===== src/rtl/uart_rx_word_packer.sv =====
// Packs received UART bytes little-endian into 32-bit words and writes each update
// to the shared log RAM; an idle timer rewrites a partially filled word once.
module uart_rx_word_packer #(
    parameter int unsigned ADDR_W       = 11,
    parameter int unsigned IDLE_TIMEOUT = 26042
) (
    input  logic              clk,
    input  logic              rst,
    input  logic              enable,
    input  logic              rx_valid,
    input  logic [7:0]        rx_data,
    output logic              wr_en,
    output logic [ADDR_W-1:0] wr_addr,
    output logic [31:0]       wr_data,
    output logic [ADDR_W+2:0] byte_count,
    output logic              full,
    output logic              overflow
);

    localparam int unsigned BC_W  = ADDR_W + 3;
    localparam int unsigned TMR_W = $clog2(IDLE_TIMEOUT + 1);

    localparam logic [BC_W-1:0]  CAPACITY = BC_W'(1) << (ADDR_W + 2);
    localparam logic [TMR_W-1:0] TMR_LAST = TMR_W'(IDLE_TIMEOUT - 1);
    localparam logic [TMR_W-1:0] TMR_DONE = TMR_W'(IDLE_TIMEOUT);

    typedef enum logic [1:0] {
        ST_IDLE = 2'd0,
        ST_RUN  = 2'd1,
        ST_FULL = 2'd2
    } state_e;

    state_e            state_q;
    logic              rx_valid_q;
    logic              rx_valid_qq;
    logic [7:0]        rx_data_q;
    logic [31:0]       shadow_q;
    logic [TMR_W-1:0]  timer_q;

    logic              accept_c;
    logic [1:0]        lane_c;
    logic [ADDR_W-1:0] addr_c;
    logic [31:0]       word_c;
    logic [BC_W-1:0]   count_inc_c;

    // Edge detect on the registered rx_valid level so a held level accepts once.
    assign accept_c    = rx_valid_q & ~rx_valid_qq;
    assign lane_c      = byte_count[1:0];
    assign addr_c      = byte_count[ADDR_W+1:2];
    assign count_inc_c = byte_count + BC_W'(1);

    // Current shadow with the incoming byte merged into its lane.
    always_comb begin
        word_c = shadow_q;
        case (lane_c)
            2'd0:    word_c[7:0]   = rx_data_q;
            2'd1:    word_c[15:8]  = rx_data_q;
            2'd2:    word_c[23:16] = rx_data_q;
            default: word_c[31:24] = rx_data_q;
        endcase
    end

    always_ff @(posedge clk) begin
        if (rst) begin
            state_q     <= ST_IDLE;
            rx_valid_q  <= 1'b0;
            rx_valid_qq <= 1'b0;
            rx_data_q   <= 8'h00;
            shadow_q    <= 32'h0;
            timer_q     <= '0;
            wr_en       <= 1'b0;
            wr_addr     <= '0;
            wr_data     <= 32'h0;
            byte_count  <= '0;
            full        <= 1'b0;
            overflow    <= 1'b0;
        end else begin
            rx_valid_q  <= rx_valid;
            rx_valid_qq <= rx_valid_q;
            rx_data_q   <= rx_data;
            wr_en       <= 1'b0;

            if (!enable) begin
                // Disable discards any partial word; no flush.
                state_q    <= ST_IDLE;
                shadow_q   <= 32'h0;
                timer_q    <= '0;
                byte_count <= '0;
                full       <= 1'b0;
                overflow   <= 1'b0;
            end else begin
                case (state_q)
                    ST_IDLE: begin
                        state_q <= ST_RUN;
                    end
                    ST_RUN: begin
                        if (accept_c) begin
                            wr_en      <= 1'b1;
                            wr_addr    <= addr_c;
                            wr_data    <= word_c;
                            byte_count <= count_inc_c;
                            timer_q    <= '0;
                            shadow_q   <= (lane_c == 2'd3) ? 32'h0 : word_c;
                            if (count_inc_c == CAPACITY) begin
                                full    <= 1'b1;
                                state_q <= ST_FULL;
                            end
                        end else if (timer_q != TMR_DONE) begin
                            // Timer saturates at the timeout so the flush fires once.
                            timer_q <= timer_q + TMR_W'(1);
                            if (timer_q == TMR_LAST && lane_c != 2'd0) begin
                                wr_en   <= 1'b1;
                                wr_addr <= addr_c;
                                wr_data <= shadow_q;
                            end
                        end
                    end
                    ST_FULL: begin
                        if (accept_c) begin
                            overflow <= 1'b1;
                        end
                    end
                    default: begin
                        state_q <= ST_IDLE;
                    end
                endcase
            end
        end
    end

endmodule


===== config.mk =====
export PLATFORM = sky130hd
export DESIGN_NAME = uart_rx_word_packer
export DESIGN_NICKNAME = d
export VERILOG_FILES = /design/src/rtl/uart_rx_word_packer.sv
export SDC_FILE = /design/constraint.sdc
export NUM_CORES = 1
export LEC_CHECK = 0
export CORE_ASPECT_RATIO = 0.7
export CORE_UTILIZATION = 49
export CTS_BUF_LIST = sky130_fd_sc_hd__clkbuf_16
export DETAILED_ROUTE_END_ITERATION = 7
export PLACE_DENSITY = 0.78
export RECOVER_POWER = 25
export REMOVE_ABC_BUFFERS = 1
export SYNTH_ARGS = -nofsm -noshare
export SYNTH_HDL_FRONTEND = slang
export SYNTH_SLANG_ARGS = --single-unit
export TNS_END_PERCENT = 100

===== constraint.sdc =====
create_clock -name clk -period 1.65 [get_ports clk]
set_input_delay 0.33 -clock clk [delete_from_list [all_inputs] [get_ports clk]]
set_output_delay 0.33 -clock clk [all_outputs]
set_load 0.01 [all_outputs]

# Word-level counts from Yosys, hierarchy flattened
# Index checks and enable logic that the tools add are counted.
[word_totals]
ff_bits = 119
latchBits = 0
ramBits = 0
rom_bits = 0
inputBits = 12
out_inout_bits = 60
elab_cells = 63
memories = 0
[op_classes]
n_addsub = 2
multipliers = 0
n_div = 0
magnitude_cmp = 0
eq_ne = 10
shifts = 0
muxes = 19
n_bitwise = 5
reduce_logical = 15
[ops]
columns = ["op", "count"]
rows = [
  ["$mux W32", 4],
  ["$mux W11", 3],
  ["$mux W8", 4],
  ["$mux W15", 2],
  ["$add A15 B1 Y15 const B", 1],
  ["$eq A15 B15 Y1 const B", 1],
  ["$ne A15 B15 Y1 const B", 1],
  ["$add A14 B1 Y14 const B", 1],
  ["$eq A14 B14 Y1 const B", 1],
  ["$eq A2 B2 Y1 const B", 3],
  ["$pmux W2 S3", 1],
  ["$reduce_and A2 Y1", 3],
  ["$reduce_and A3 Y1", 2],
  ["$reduce_bool A2 Y1", 3],
  ["$reduce_or A3 Y1", 2],
  ["$eq A2 B1 Y1 const B", 2],
  ["$logic_not A2 Y1", 2],
  ["$mux W2", 2],
  ["$ne A2 B2 Y1 const B", 2],
  ["$not A1 Y1", 4],
  ["$reduce_and A4 Y1", 1],
  ["$mux W1", 3],
  ["$reduce_or A2 Y1", 1],
  ["$and A1 B1 Y1", 1],
  ["$logic_and A1 B1 Y1", 1],
]

# Longest topological paths before layout
[logic_depth]
ltp_word = 5
mapped_depth = 9
mapped_depth_nobuf = 7

# Least setup slack after synthesis
# Ideal clock, no wire load.
[synth_timing]
kind = "reg-to-reg"
start = "register byte_count[1]"
end = "register full"
setup_time_ps = 59
arrival_ps = 1868
required_ps = 1591
path_slack_ps = -277
stages_incl_launch_ff = 7
n_path_buf = 0
synth_period_minus_slack_ps = 1927
path_cell_list = "dfxtp_1 > ha_1 > nand2_1 > nor4b_2 > o211ai_1 > or4_4 > nand2_1"
[synth_between]
elab_chain_cells = 3
[synth_rtl]
columns = ["item", "line", "source"]
rows = [
  ["start: declaration", "15", "output logic [ADDR_W+2:0] byte_count,"],
  ["start signal: assignment", "101", "byte_count <= count_inc_c;"],
  ["$add A14 B1 Y14", "50", "assign count_inc_c = byte_count + BC_W'(1);"],
  ["$eq A14 B14 Y1", "104", "if (count_inc_c == CAPACITY) begin"],
  ["$reduce_and A3 Y1 (no line)", "--", ""],
  ["end signal: assignment", "75", "full <= 1'b0;"],
  ["end signal: assignment", "89", "full <= 1'b0;"],
  ["end signal: assignment", "105", "full <= 1'b1;"],
  ["end: declaration", "16", "output logic full,"],
]
# Every way passes these cells.
# A chain may end at the register's enable or synchronous reset.

# Final worst setup path
[layout_timing]
start = "register timer_q[11]"
end = "register wr_data[20]"
[layout_between]
elab_chain_cells = 4
word_cells_on_any_way = 6
cone_classes = "eq/ne (2); reduce/logical (4)"
[layout_rtl]
columns = ["item", "line", "source"]
rows = [
  ["start: declaration", "38", "logic [TMR_W-1:0] timer_q;"],
  ["start signal: assignment", "110", "timer_q <= timer_q + TMR_W'(1);"],
  ["$eq A15 B15 Y1", "111", "if (timer_q == TMR_LAST && lane_c != 2'd0) begin"],
  ["$logic_and A1 B1 Y1", "111", ""],
  ["$reduce_bool A2 Y1 (no line)", "--", ""],
  ["$reduce_and A4 Y1 (no line) *", "--", ""],
  ["end signal: assignment", "100", "wr_data <= word_c;"],
  ["end signal: assignment", "114", "wr_data <= shadow_q;"],
  ["end: declaration", "14", "output logic [31:0] wr_data,"],
]
# Every way passes the cells marked *; elsewhere a longest branch is shown, timed or not.

==> metrics.cfg <==
[timing]
finalClockSkew_ns = 0.0106
final.period_utilization_pct = 118
finalWorstSetupSlack_ns = -0.300
max-slew-margin-rel_pct = 69.4
finalWorstPathRequiredPeriod_ns = 1.95
maxSlewViolCount = 0
report.final.setup_viol = 47
finalHoldViolations = 0
whs_ns = 0.408
fin_tns_setup_ns = -9.51
rsz_0062_raised_after_global_routing = yes
fmax_mhz = 513
worst_pin_slew_ns = 0.459

[die]
io-pin-count = 72
die_h_um = 86.1
design.die.area_mm2 = 0.0105
num_rows = 30
core-area_mm2 = 0.00976
floorplan.die.width_um = 122
floorplan.initialDensity_pct = 50.7

[yosys]
ys_warn_count = 0
syn-mean-instance-area_um2 = 8.81
synth_cells = 562
asyncSetResetFlopFracSynth_pct = 0
synth-seq-area-share_pct = 48.1
netlist_area_mm2 = 0.00495
synthDistinctLibCells = 46
ys_dominant_reg_cell = dfxtp_1
postSynthRegisterBits = 119
synth_edf_count = 0

[global_route]
global_route.usage.total_pct = 28.5
grt.overflow.total = 0
antenna_found_initial = 0
grt_pass1_wl_mm = 22.8
first_global_vias = 4555
largest_net_degree_at_the_start_of_global_routing = 40

[worst_setup_path]
timing.critical_path.cells = nor4bb_4 -> nand4_1 -> o21ai_4 -> buf_12 -> buf_8 -> clkbuf_16 -> nor2_1 -> a311oi_2
worstSetupStartpointType = register
crit_path_max_incr_delay_ns = 0.33
cp_data_required_time_ns = 1.96
critical_path_peak_fanout = 6
r2r_setup_slack_ns = -0.30
worstSetupPathType = reg -> reg
worstSetupStartpoint = timer_q[11]
end_kind = register
r2r_start = timer_q[11]
worst-endpoint-arrival_ns = 2.26
worst_path_max_delay_cell = dfxtp_2

[layout]
area.growth.synth_to_final_pct = 48.0
finalCoreUtilization_pct = 75.1
layout-drive-gt1-share_pct = 23.3
fin_cells = 827
insertedDiodeCount = 0
layout.cell_area.non_filler_mm2 = 0.00733
nets = 707

[power_and_ir_drop]
worst_ir_drop_vdd_mv = 0.686
power_leakage_nw = 3.20
finalPower_mw = 6.67
pwr_density_cell_mw_per_mm2 = 910

[outcome]
status = finished, violations left
failed_checks = negative setup slack

[routing]
drc_markers = 0
detail_route.first_pass.iterations = 5
detail_route.wl_per_cell_um = 19.1
vias_per_cell = 5.95
final_antenna_net_count = 0
vias = 4921
dr.first_iter.drc_count = 515
route.final.wire_length_mm = 15.8

[cts]
clock_latency_at_the_later_pin_of_the_worst_skew_pair_ns = 0.41
number_of_clock_sinks = 119
tritoncts = built
cts-hold-fix-buffers = 0
ctsHtreeMaxLevel = 4
cts_buffers = 17
clkTransAtPathRegs_ns = 0.05
clockRootBuffer = clkbuf_16
cts_buffer_depth = 2

[hold_path]
hold_path_class = in -> reg
hp-start = rst

[place]
post-place-cells = 783
pre_cts_ws_ns = -0.302
gp_congestion = 0.862
io_buffers = 71
post_dp_cell_area_mm2 = 0.00617
dpl.hpwl_mm = 8.71

[run]
maxCapViolations = 0

-- synthesized netlist by cell type, types with 2 or more instances --
library cell | count | area share, %
o21ai_1 | 5 | 0.51
nor4bb_1 | 2 | 0.40
nand2_1 | 56 | 4.2
dfxtp_1 | 119 | 48
a21oi_1 | 5 | 0.51
and4_1 | 6 | 1.1
xor2_1 | 20 | 3.5
nor2b_1 | 24 | 3.0
a22oi_1 | 24 | 3.6
ha_1 | 7 | 1.8
a311oi_1 | 32 | 5.7
nand2b_1 | 2 | 0.25
nor2_1 | 99 | 7.5
xnor2_1 | 8 | 1.4
mux2i_1 | 12 | 2.4
inv_1 | 6 | 0.45
nor4_1 | 4 | 0.51
a211oi_1 | 2 | 0.30
clkbuf_1 | 26 | 2.0
and3_1 | 3 | 0.38
nand3_1 | 44 | 4.4
nand4_1 | 8 | 1.0
and2_1 | 14 | 1.8
buf_2 | 12 | 1.2
-- layout make-up --
type | count | area [um2]
Multi-Input combinational cell | 396 | 2630
Fill cell | 631 | 2430
Sequential cell | 119 | 2410
Timing Repair Buffer | 148 | 1560
Clock buffer | 17 | 425
Tap cell | 128 | 160
Clock inverter | 13 | 118
Inverter | 6 | 22.5
-- power by group --
group / leakage (nW) / switching, mW / internal [mW]
Clock: 0.259 / 1.25 / 2.16
Combinational: 1.96 / 0.169 / 0.143
Sequential: 0.973 / 0.0401 / 2.90
Total: 3.20 / 1.46 / 5.21
-- cell families after synthesis --
kind of cell	Yosys count	synth area share (%)
AND/OR/NAND/NOR	274	27.0
XOR/XNOR	28	4.95
multiplexers	12	2.43
buffers and inverters	47	4.09
AO/OA/AOI/OAI	75	11.7
adder cells (fa/ha/maj)	7	1.77
flip-flops	119	48.1
-- final timing paths --
kind / endpoint / cells after the start
worst max-delay path: wr_data[20] / 8
worst max register to register: wr_data[20] / 8
worst min-delay path: wr_data[10] / 3
worst min register to register: full / 2
-- worst max-delay path: cells and delay by family (launching register included) --
family / cells / cell delay [ns]
simple gates: 3 / 0.62
compound gates: 2 / 0.48
buf+inv: 3 / 0.42
flops: 1 / 0.33
-- what timing repair did --
| item | CTS | global route |
|---|---|---|
| buffers inserted | 3 | 5 |
| pin swaps | 11 | 21 |
| endpoints found under the setup margin | 90 | 99 |
| gates cloned | 5 | 2 |
| endpoints found under the hold margin | 0 | 0 |
| resized for setup | 60 | 78 |
-- sequential cells by signal (all words and copies together), names as in the netlist, 2 cells and up --
| name | flops |
|---|---|
| rx_data_q | 8 |
| state_q | 2 |
| wr_data | 32 |
| wr_addr | 11 |
| shadow_q | 32 |
| byte_count | 14 |
| timer_q | 15 |
-- placed cells by master, fill, tap and decap left out, drive strengths merged, types with 5 or more instances in the layout --
master	n
clkdlybuf4s50	22
a22oi	24
nor2	99
a21oi	5
nor4	5
and4	6
xnor2	8
nand2	56
ha	7
nand4	9
dfxtp	119
buf	77
nor2b	24
a311oi	32
dlymetal6s2s	28
xor2	20
clkinv	5
mux2i	12
and2	15
o21ai	6
clkbuf	18
inv	8
dlygate4sd2	18
nand3	44
-- layer usage --
| metal | share of wire [%] | track usage (%) |
|---|---|---|
| met5 | 0 | 0 |
| met4 | 3.8 | 12.4 |
| met1 | 42 | 38.0 |
| met2 | 45 | 44.0 |
| met3 | 9.3 | 6.52 |
Power figures use the tool's default switching activity.
